===== src/rtl/pipe_ctrl_pkg.sv =====
// Shared encodings for the pipeline control slice: forwarding selects, ResultSrc
// values and the data-cache miss FSM states.
package pipe_ctrl_pkg;

  typedef enum logic [1:0] {
    FWD_RF = 2'b00,
    FWD_W  = 2'b01,
    FWD_M  = 2'b10
  } fwd_sel_e;

  typedef enum logic [1:0] {
    RES_ALU  = 2'b00,
    RES_LOAD = 2'b01,
    RES_PC4  = 2'b10
  } result_src_e;

  typedef enum logic [0:0] {
    StRun  = 1'b0,
    StMiss = 1'b1
  } state_e;

endpackage


===== src/rtl/fwd_sel.sv =====
// Per-operand execute-stage forwarding select; the memory stage wins over writeback.
module fwd_sel
  import pipe_ctrl_pkg::*;
#(
  parameter int unsigned REG_ADDR_WIDTH = 5
) (
  input  logic [REG_ADDR_WIDTH-1:0] rs_e_i,
  input  logic [REG_ADDR_WIDTH-1:0] rd_m_i,
  input  logic                      valid_m_i,
  input  logic                      reg_write_m_i,
  input  logic [REG_ADDR_WIDTH-1:0] rd_w_i,
  input  logic                      valid_w_i,
  input  logic                      reg_write_w_i,
  output fwd_sel_e                  sel_o
);

  logic hit_m;
  logic hit_w;

  always_comb begin
    hit_m = reg_write_m_i && valid_m_i && (rd_m_i != '0) && (rd_m_i == rs_e_i);
    hit_w = reg_write_w_i && valid_w_i && (rd_w_i != '0) && (rd_w_i == rs_e_i);
    sel_o = FWD_RF;
    if (hit_m) begin
      sel_o = FWD_M;
    end else if (hit_w) begin
      sel_o = FWD_W;
    end
  end

endmodule


===== src/rtl/hazard_unit.sv =====
// Pipeline control master: stage enables/flushes, operand forwarding, dcache miss
// wait FSM and a saturating stall-cycle counter.
module hazard_unit
  import pipe_ctrl_pkg::*;
#(
  parameter int unsigned REG_ADDR_WIDTH = 5,
  parameter int unsigned CNT_WIDTH      = 32,
  parameter logic [1:0]  LOAD_SRC       = RES_LOAD
) (
  input  logic                      clk,
  input  logic                      rst,
  input  logic [REG_ADDR_WIDTH-1:0] RS1_d,
  input  logic [REG_ADDR_WIDTH-1:0] RS2_d,
  input  logic [REG_ADDR_WIDTH-1:0] RS1_e,
  input  logic [REG_ADDR_WIDTH-1:0] RS2_e,
  input  logic [REG_ADDR_WIDTH-1:0] Rd_e,
  input  logic                      valid_e,
  input  logic                      RegWrite_e,
  input  logic [1:0]                ResultSrc_e,
  input  logic                      PCSrc_e,
  input  logic [REG_ADDR_WIDTH-1:0] Rd_m,
  input  logic                      valid_m,
  input  logic                      RegWrite_m,
  input  logic [REG_ADDR_WIDTH-1:0] Rd_w,
  input  logic                      valid_w,
  input  logic                      RegWrite_w,
  input  logic                      dcache_miss_m,
  input  logic                      dcache_ready_m,
  output logic                      en_f,
  output logic                      en_d,
  output logic                      en_e,
  output logic                      en_m,
  output logic                      flush_d_n,
  output logic                      flush_e_n,
  output logic [1:0]                ForwardA_e,
  output logic [1:0]                ForwardB_e,
  output logic [CNT_WIDTH-1:0]      stall_cnt,
  output logic                      busy
);

  state_e                state_q, state_d;
  logic [CNT_WIDTH-1:0]  stall_cnt_q, stall_cnt_d;
  fwd_sel_e              fwd_a, fwd_b;
  logic                  load_use;
  logic                  new_miss;
  logic                  frozen;
  logic                  stall_inc;

  fwd_sel #(
    .REG_ADDR_WIDTH(REG_ADDR_WIDTH)
  ) u_fwd_a (
    .rs_e_i       (RS1_e),
    .rd_m_i       (Rd_m),
    .valid_m_i    (valid_m),
    .reg_write_m_i(RegWrite_m),
    .rd_w_i       (Rd_w),
    .valid_w_i    (valid_w),
    .reg_write_w_i(RegWrite_w),
    .sel_o        (fwd_a)
  );

  fwd_sel #(
    .REG_ADDR_WIDTH(REG_ADDR_WIDTH)
  ) u_fwd_b (
    .rs_e_i       (RS2_e),
    .rd_m_i       (Rd_m),
    .valid_m_i    (valid_m),
    .reg_write_m_i(RegWrite_m),
    .rd_w_i       (Rd_w),
    .valid_w_i    (valid_w),
    .reg_write_w_i(RegWrite_w),
    .sel_o        (fwd_b)
  );

  always_comb begin
    load_use = valid_e && RegWrite_e && (ResultSrc_e == LOAD_SRC) && (Rd_e != '0) &&
               ((Rd_e == RS1_d) || (Rd_e == RS2_d));
    new_miss = (state_q == StRun) && dcache_miss_m && valid_m;
    // The refill-complete cycle behaves as RUN with no new miss.
    frozen   = ((state_q == StMiss) && !dcache_ready_m) || new_miss;

    state_d = state_q;
    unique case (state_q)
      StRun:   if (new_miss) state_d = StMiss;
      StMiss:  if (dcache_ready_m) state_d = StRun;
      default: state_d = StRun;
    endcase

    en_f      = 1'b1;
    en_d      = 1'b1;
    en_e      = 1'b1;
    en_m      = 1'b1;
    flush_d_n = 1'b1;
    flush_e_n = 1'b1;
    stall_inc = 1'b0;
    if (frozen) begin
      en_f      = 1'b0;
      en_d      = 1'b0;
      en_e      = 1'b0;
      en_m      = 1'b0;
      stall_inc = 1'b1;
    end else if (PCSrc_e) begin
      flush_d_n = 1'b0;
      flush_e_n = 1'b0;
    end else if (load_use) begin
      en_f      = 1'b0;
      en_d      = 1'b0;
      flush_e_n = 1'b0;
      stall_inc = 1'b1;
    end

    stall_cnt_d = stall_cnt_q;
    if (stall_inc && (stall_cnt_q != '1)) begin
      stall_cnt_d = stall_cnt_q + CNT_WIDTH'(1);
    end

    ForwardA_e = fwd_a;
    ForwardB_e = fwd_b;
    busy       = (state_q == StMiss);

    if (rst) begin
      en_f       = 1'b0;
      en_d       = 1'b0;
      en_e       = 1'b0;
      en_m       = 1'b0;
      flush_d_n  = 1'b0;
      flush_e_n  = 1'b0;
      ForwardA_e = FWD_RF;
      ForwardB_e = FWD_RF;
      busy       = 1'b0;
    end
  end

  always_ff @(posedge clk) begin
    if (rst) begin
      state_q     <= StRun;
      stall_cnt_q <= '0;
    end else begin
      state_q     <= state_d;
      stall_cnt_q <= stall_cnt_d;
    end
  end

  assign stall_cnt = stall_cnt_q;

endmodule


===== config.mk =====
export PLATFORM = sky130hd
export DESIGN_NAME = hazard_unit
export DESIGN_NICKNAME = d
export VERILOG_FILES = /design/src/rtl/pipe_ctrl_pkg.sv /design/src/rtl/fwd_sel.sv /design/src/rtl/hazard_unit.sv
export SDC_FILE = /design/constraint.sdc
export NUM_CORES = 1
export LEC_CHECK = 0
export BUFFER_PORTS_ARGS = -buffer_cell sky130_fd_sc_hd__buf_2
export CAP_MARGIN = 5
export CORE_ASPECT_RATIO = 1.4
export CORE_UTILIZATION = 45
export CTS_BUF_LIST = sky130_fd_sc_hd__clkbuf_4
export DETAILED_ROUTE_END_ITERATION = 16
export PLACE_DENSITY = 0.84
export SETUP_SLACK_MARGIN = 0.3
export SYNTH_ARGS = -nofsm -noshare
export SYNTH_HDL_FRONTEND = slang
export SYNTH_SLANG_ARGS = --single-unit

===== constraint.sdc =====
create_clock -name clk -period 3.75 [get_ports clk]
set_input_delay 0.375 -clock clk [delete_from_list [all_inputs] [get_ports clk]]
set_output_delay 0.375 -clock clk [all_outputs]
set_load 0.01 [all_outputs]

==> results of run 1 <==
[logic make-up (layout without fill, tap and decap cells)]
| family | after synthesis | after routing | synth area share, % |
|---|---|---|---|
| flip-flops | 33 | 33 | 30.1 |
| XOR/XNOR | 31 | 31 | 12.4 |
| multiplexers | 9 | 9 | 4.50 |
| AND/OR/NAND/NOR | 127 | 127 | 32.6 |
| AO/OA/AOI/OAI | 62 | 62 | 16.4 |
| buffers and inverters | 16 | 102 | 3.53 |
| adder cells (fa/ha/maj) | 1 | 1 | 0.569 |
[power by group through the flow]
stage / registers, µW / logic, µW / clock network, µW
after global routing: 355 / 121 / 289
after CTS: 354 / 111 / 274
final: 354 / 110 / 268
after global placement: 362 / 108 / 0
after floorplan: 362 / 63.6 / 0
after detailed placement: 362 / 111 / 0
[critical path, delay by kind of cell (launching register included)]
family	cells	cell delay (ps)
compound gates	2	540
fa+ha+maj	1	230
flops	1	430
simple gates	3	1060
[flip-flops by register name (all words and copies together), names as in the netlist]
name / count
stall_cnt: 32
state_q: 1
[cell type report]
class                      count  share of cell area [%]
tap                           62                    2.83
clock buffer                   5                    1.37
multi-input combinational    230                    53.2
clock inverter                 3                    1.51
inverter                       4                   0.548
timing repair buffer          90                    16.4
sequential                    33                    24.1
[synth_stat cells, types with 4 or more instances]
master	number	area (µm²)
a21oi_1	24	120
and3_1	4	25.0
buf_4	4	30.0
clkbuf_1	5	18.8
dfxtp_1	33	661
inv_1	4	15.0
mux2_2	7	78.8
nand2_1	18	67.6
nand3_1	22	110
nand4_1	7	43.8
nor2_1	22	82.6
nor2b_1	6	37.5
nor3_1	6	30.0
nor4_1	4	25.0
o211ai_1	4	30.0
o21ai_0	19	95.1
o31ai_1	5	37.5
or3_1	18	113
or4_1	8	60.1
xnor2_1	18	158
xor2_1	13	114
[layer usage]
metal	wire length [µm]	track usage (%)
met1	2180	24.2
met3	256	4.16
met5	0	0
met2	3100	43.0
met4	134	10.5
[worst paths after layout]
| kind | to | slack [ps] | from | depth (start not counted) |
|---|---|---|---|---|
| setup / recovery | stall_cnt[30] | 1410 | stall_cnt[0] | 6 |
| hold / removal | state_q | 360 | dcache_ready_m | 3 |
| setup reg to reg | stall_cnt[30] | 1410 | stall_cnt[0] | 6 |
| hold reg to reg | stall_cnt[30] | 510 | stall_cnt[30] | 2 |
[per-stage QoR]
step | power (µW) | worst slack [ps] | utilization (%) | hold slack [ps]
3_3_place_gp | 470 | 1390 | 57.8 | 483
5_1_grt | 764 | 1190 | 59.5 | 361
4_1_cts | 739 | 1400 | 59.5 | 345
2_1_floorplan | 426 | 1780 | - | 508
6_report | 732 | 1410 | 59.5 | 356
3_5_place_dp | 473 | 1310 | 57.8 | 498
==> impl_results.md, run 1 <==
- Multi-input combinational cell area: 1460 µm²
- GR Overflow Total: 0
- Max-slew violations: 0
- Vias in the first global route: 2194
- First-pass GRT wire length: 9340 µm
- Fin nets: 413
- Drt initial violations: 51
- Rel. slew slack: 26.8%
- H-tree depth: 2
- Worst vdd ir: 0.123 mV
- Finish-stage setup viols: 0
- CP Max Fanout: 8
- Sequential Power Share: 48.3%
- Share of layout cells above drive strength 1: 31.0%
- Routed Wire Length: 5670 µm
- Cell Int Power: 540 µW
- Slowest CP cell: or4_1
- Die ar.: 5170 µm²
- Num CTS Buffers: 5
- Period utilization: 62.3%
- DP HPWL: 4430 µm
- Largest net degree at the start of global routing: 46
- Top Ports: 91
- Setup crit start kind: flip-flop
- CP Class: flip-flop to flip-flop
- Placed cell areas: 2660 µm²
- Worst path cell trace: ha_1 -> nand2_1 -> nor2_1 -> o211ai_1 -> or4_1 -> a21oi_1
- Final hold vios: 0
- Async SR Flop Fraction: 0%
- Switch share: 26.3%
- Post-synthesis to final-layout area growth: 24.8%
- Clk_skew: 21.1 ps
- GPL Wtd Cong: 0.805
- Least-Margin Pin Slew: 1100 ps
- CTS max path bufs: 2
- Post-Syn Area: 2200 µm²
- Clock power share: 36.6%
- Final instance area: 2740 µm²
- Final Non-Filler Cells: 427
- Min Tclk post-route: 2340 ps
- Number of port buffers: 90
- Tightest Hold Check Type: primary input to flip-flop
- Post-synth EDFFs: 0
- Setup TNS: 0 ps
- Combinational group share of total power: 15.0%
- CP peak stage delay: 560 ps
- Vias/cell: 5.64
- Core area: 4610 µm²
- Chip height: 84.7 µm
- Number of distinct library cells after synthesis: 44
- FP Rows: 29
- Mean Syn Cell Area: 7.87 µm²
- Drt drc: 0
- Psw: 193 µW
- Placed cell count: 419
- Worst EP required: 4020 ps
- Worst skew pair latency: 360 ps
- Post_cts resized: 0
- # clock sinks: 33
- Fmax: 0.428 GHz
- Die width: 61.1 µm
- Max_cap viols: 0
- Via count: 2410
- Total track usage: 23.4%
- Outcome: finished, final reports clean
- Leak pwr: 0.00110 µW
- Reg clk slew, reported paths: 120 ps
- CP endpoint kind: flip-flop
- Routed Antenna Nets: 0
- Fillers: 444
- Initial core utilization: 47.7%
- 1st-pass router iterations: 6
- Commonest non-fill, non-tap cell in the layout: buf_2
- Syn Nets: 328
- Root Buffer: clkbuf_4
- Syn Inst Count: 279
- Worst EP arrival: 2610 ps
- Commonest non-fill, non-tap cells in the layout: buf_2, dfxtp_1, a21oi_1, nor2_1, nand3_1
- CTS tree: yes
- Power Dens Cells: 267 nW/µm²
- Post-CTS Setup Inserts: 0
- CTS Hold Bufs: 0
- # diodes: 0
- Yosys reg bits: 33
- Post-synthesis sequential area ratio: 30.1%
- Initial antenna violation count: 0
- Synth warn: 0
- RSZ-0062 raised after global routing: false
- Main synth FF type: dfxtp_1
- Routed len/inst: 13.3 µm
- Seq. cell area: 661 µm²
No activity file was read; power rests on OpenSTA's default activity.
==> inputs of run 2 (changes only) <==
Settings changed: PLACE_DENSITY 0.84 to 0.87.
Clock period 3.75 ns to 2 ns, I/O delays scaled along.
==> impl_results.md, run 2 (same netlist as run 1, synthesis figures left out) <==
- Worst reg2reg path endpoint: stall_cnt[17]
- Final hold slack: 146 ps (-210 ps)
- Fillers: 365 (-18%)
- Worst vdd ir: 0.265 mV (+120%)
- Core area: 4610 µm² (unchanged)
- 1st-pass router iterations: 5 (-1)
- RSZ-0062 raised after global routing: true
- FF-to-FF setup slack: 140 ps (-1270 ps)
- Die width: 61.1 µm (unchanged)
- CP Max Fanout: 14 (+6)
- Rel. slew slack: 74.6% (+48 points)
- Via count: 2713 (+13%)
- Routed Wire Length: 6790 µm (+20%)
- Drt drc: 0 (unchanged)
- Least-Margin Pin Slew: 377 ps (-721 ps)
- Vias/cell: 5.65 (+0.14%)
- Period utilization: 92.8% (+30 points)
- Fmax: 0.539 GHz (+26%)
- Crit path to: stall_cnt[17]
- Root Buffer: clkbuf_4
- CTS max path bufs: 2 (unchanged)
- Drt initial violations: 134 (+160%)
- Commonest non-fill, non-tap cells in the layout: buf_2, buf_4, a21oi_1, nor2_1
- Finish-stage setup viols: 0 (unchanged)
- H-tree depth: 2 (unchanged)
- Worst setup path startpoint: state_q
- Outcome: finished, final reports clean
- CP Class: flip-flop to flip-flop
- Total track usage: 27.9% (+4.5 points)
- Worst skew pair latency: 360 ps (about the same)
- Share of layout cells above drive strength 1: 49.5% (+19 points)
- Power Dens Cells: 387 nW/µm² (+45%)
- CTS Hold Bufs: 0 (unchanged)
- Chip height: 84.7 µm (unchanged)
- Initial core utilization: 47.7% (unchanged)
- Final hold vios: 0 (unchanged)
- Placed cell areas: 3040 µm² (+14%)
- GR Overflow Total: 0 (unchanged)
- Max-slew violations: 0 (unchanged)
- Routed len/inst: 14.2 µm (+6.5%)
- Tightest Hold Check Type: primary input to flip-flop
- Leak pwr: 0.00148 µW (+34%)
- # clock sinks: 33 (unchanged)
- DP HPWL: 4910 µm (+11%)
- Commonest non-fill, non-tap cell in the layout: buf_2
- FP Rows: 29 (unchanged)
- Die ar.: 5170 µm² (unchanged)
- Top Ports: 91 (unchanged)
- Max_cap viols: 0 (unchanged)
- Routed Antenna Nets: 0 (unchanged)
- Vias in the first global route: 2577 (+17%)
- CP endpoint kind: flip-flop
- CTS tree: yes
- Worst r2r path cells: 7 (+1)
- Worst EP arrival: 2120 ps (-490 ps)
- Clk_skew: 20.2 ps (-0.937 ps)
- Num CTS Buffers: 5 (unchanged)
- Post-synthesis to final-layout area growth: 53.0%
- # diodes: 0 (unchanged)
- Placed cell count: 447 (+6.7%)
- First-pass GRT wire length: 11000 µm (+18%)
- Final instance area: 3360 µm² (+23%)
- Worst EP required: 2260 ps (-1760 ps)
- Largest register FFs: 32 (unchanged)
- Reg2reg start: state_q
- Initial antenna violation count: 0 (unchanged)
- Final Non-Filler Cells: 480 (+12%)
- Setup crit start kind: flip-flop
- Fin nets: 466 (+13%)
- Min Tclk post-route: 1860 ps (-481 ps)
- Reg clk slew, reported paths: 120 ps (about the same)
- Largest net degree at the start of global routing: 39 (-15%)
- Number of port buffers: 90 (unchanged)
- GPL Wtd Cong: 0.827 (+2.7%)
- Final Power: 1300 µW (+77%)
run 2: cell count changes in the layout (fill, tap and decap cells not counted), moves of 3 or more:
| cell | previous run | this run |
|---|---|---|
| buf_4 | 0 | 50 |
| nand2_1 | 18 | 15 |
| dfxtp_1 | 33 | 13 |
| nor4_1 | 4 | 1 |
| nand3_1 | 22 | 19 |
| dfxtp_4 | 0 | 9 |
| dfxtp_2 | 0 | 11 |
run 2: worst min path at each step:
stage / to / cells past startpoint / from / slack, ps
after detailed placement: stall_cnt[16] / 2 / stall_cnt[16] / 490
final: state_q / 2 / rst / 150
after global placement: stall_cnt[12] / 2 / stall_cnt[12] / 480
after floorplan: state_q / 2 / dcache_ready_m / 420
after CTS: state_q / 2 / rst / 130
after global routing: state_q / 2 / rst / 130
run 2: final cells by class:
type | instances | area, µm² | area share [%]
Sequential cell | 33 | 708 | 21.1
Clock buffer | 6 | 45.0 | 1.34
Clock inverter | 2 | 10.0 | 0.298
Inverter | 4 | 15.0 | 0.447
Timing Repair Buffer | 143 | 893 | 26.6
Multi-Input combinational cell | 230 | 1610 | 48.0
Tap cell | 62 | 77.6 | 2.31
run 2: per-stage QoR:
step | setup TNS (ps) | setup WS (ps) | util, %
floorplan | 0 | 234 | -
global placement | 0 | 44.0 | 66.0
detailed placement | -8.57 | -4.33 | 66.0
CTS | 0 | 113 | 71.3
global route | 0 | 77.8 | 73.0
finish | 0 | 144 | 73.0
run 2: metal layers:
metal	up-vias	wire, µm	global-route usage, %
li1	1299	-	-
met3	26	416	5.55
met2	130	3730	49.5
met4	0	241	15.9
met1	1258	2410	28.7
met5	-	0	0
run 2: critical path: stages (launching register included):
cell	delay [ps]
dfxtp_2	350
mux2_4	320
a32oi_2	180
o21ai_2	110
buf_4	160
buf_12	130
nor3_2	140
mux2_2	360
run 2: report_power, final:
group	total (µW)	switching [µW]	internal [µW]	leakage, µW
combinational	259	129	130	0.00117
sequential	652	3.23	649	0.000279
clock	388	241	147	0.0000354
run 2: what timing repair did:
item	in CTS	in global routing
pin swaps	18	11
gates resized for setup	15	7
setup endpoints to repair	36	37
setup buffers	17	8
==> inputs of run 3 (changes only) <==
Settings changed: CORE_MARGIN set to 5.
==> impl_results.md, run 3 (same netlist as run 1, synthesis figures left out) <==
- Initial antenna violation count: 0 (unchanged)
- Clk_skew: 11.1 ps (-9.07 ps)
- Worst EP arrival: 2280 ps (+160 ps)
- Worst skew pair latency: 340 ps (-20 ps)
- Multi-input combinational cell area: 1680 µm² (+4.3%)
- First-pass GRT wire length: 12500 µm (+13%)
- Vias in the first global route: 2716 (+5.4%)
- H-tree depth: 2 (unchanged)
- FP Rows: 30 (+3.4%)
- # diodes: 0 (unchanged)
- Worst r2r path cells: 6 (-1)
- CP endpoint kind: flip-flop
- Chip height: 92.7 µm (+9.4%)
- Reg clk slew, reported paths: 100 ps (-20 ps)
- Worst EP required: 2280 ps (+20 ps)
- Period utilization: 100% (+7.3 points)
- Initial core utilization: 45.7% (-1.9 points)
- Placed cell areas: 2990 µm² (-1.6%)
- Final instance area: 3470 µm² (+3.1%)
- Min Tclk post-route: 2000 ps (+145 ps)
- Routed Wire Length: 8160 µm (+20%)
- Die ar.: 6400 µm² (+24%)
- CTS Hold Bufs: 0 (unchanged)
- # clock sinks: 33 (unchanged)
- Worst setup path startpoint: stall_cnt[9]
- Fin nets: 464 (-0.43%)
- Routed Antenna Nets: 0 (unchanged)
- Drt initial violations: 209 (+56%)
- DP HPWL: 5260 µm (+7.0%)
- RSZ-0062 raised after global routing: true
- Largest net degree at the start of global routing: 39 (unchanged)
- Outcome: finished, violations left
- Setup TNS: -1.12 ps (-1.12 ps)
- Core area: 4800 µm² (+4.3%)
- GR Overflow Total: 0 (unchanged)
- 1st-pass router iterations: 5 (unchanged)
- Final hold vios: 0 (unchanged)
- Setup crit start kind: flip-flop
- Final WS setup: -1.12 ps (-145 ps)
- Commonest non-fill, non-tap cells in the layout: buf_2, buf_4, a21oi_1
- Finish-stage setup viols: 1 (+1)
- Routed len/inst: 17.0 µm (+20%)
- Pre-CTS setup slack: 7.23 ps (+11.6 ps)
- Rel. slew slack: 49.0% (-26 points)
- Worst vdd ir: 0.234 mV (-12%)
- Leak pwr: 0.00149 µW (+0.38%)
- CP Class: flip-flop to flip-flop
- Reg2reg start: stall_cnt[9]
- CTS tree: yes
- Largest register FFs: 32 (unchanged)
- Seq. cell area: 709 µm² (+0.18%)
- GPL Wtd Cong: 0.865 (+4.5%)
- Drt drc: 0 (unchanged)
- Number of port buffers: 90 (unchanged)
- Vias/cell: 5.84 (+3.3%)
- Max_cap viols: 0 (unchanged)
- Total track usage: 23.8% (-4.1 points)
- Fillers: 389 (+6.6%)
- Failing checks: negative setup slack
- Share of layout cells above drive strength 1: 50.7% (+1.2 points)
- Hold path depth: 2 (unchanged)
- Fmax: 0.500 GHz (-7.3%)
- Least-Margin Pin Slew: 761 ps (+384 ps)
- Worst Hold Launch: rst
- Commonest non-fill, non-tap cell in the layout: buf_2
- Num CTS Buffers: 5 (unchanged)
- Power Dens Cells: 381 nW/µm² (-1.5%)
- Post-synthesis to final-layout area growth: 57.7%
- Root Buffer: clkbuf_4
- Top Ports: 91 (unchanged)
- Max-slew violations: 0 (unchanged)
- Tightest Hold Check Type: primary input to flip-flop
- Via count: 2803 (+3.3%)
- Die width: 69.1 µm (+13%)
- CP Max Fanout: 6 (-8)
- CTS max path bufs: 2 (unchanged)
## run 3: cell types whose count changed in the layout (fill, tap and decap cells not counted), moves of 4 or more
cell and delta:
o21ai_1 +4, o21ai_0 -4, buf_6 +4, buf_4 -8, dfxtp_2 -5
## run 3: metrics by stage
step,cells,util [%],power (µW),hold slack (ps)
global route,480,72.1,1360,190
finish,480,72.1,1320,159
CTS,476,69.7,1300,143
global placement,444,62.3,886,476
detailed placement,444,62.3,893,484
floorplan,279,-,795,420
## run 3: worst paths after layout
path	slack (ps)	end
worst max register to register	-1	stall_cnt[30]
worst min register to register	500	stall_cnt[16]
worst max-delay path	-1	stall_cnt[30]
worst min-delay path	160	state_q
## run 3: cell type report
type                    count  share of cell area, %
multi-input cells         230                   48.6
clock buffers               7                   1.52
flip-flops and latches     33                   20.5
well taps                  64                   2.31
repair buffers            141                   26.6
clock inverters             1                  0.108
inverters                   4                  0.433
## run 3: routing by layer
metal  up-vias  routed length (µm)  track usage [%]
li1       1292                   -                -
met1      1303                2770             23.5
met2       174                4390             44.6
met3        34                 682             5.75
met4         0                 316             13.5
met5         -                   0                0
## run 3: where the power goes
part / leakage (µW) / switching, µW / internal (µW)
sequential: 0.000278 / 3.67 / 646
combinational: 0.00117 / 142 / 141
clock: 0.0000338 / 226 / 162
## run 3: critical path, stage by stage (launching register included)
cell and delay [ps]:
dfxtp_4 370, nand4_4 100, or2_4 290, nor4_4 370, o21ai_2 180, or4_1 490
a21oi_1 160
## run 3: what timing repair did
action,in CTS,in global routing
pin swaps,19,18
cloned,2,1
setup buffers,22,3
gates resized for setup,23,18
setup endpoints to repair,34,39
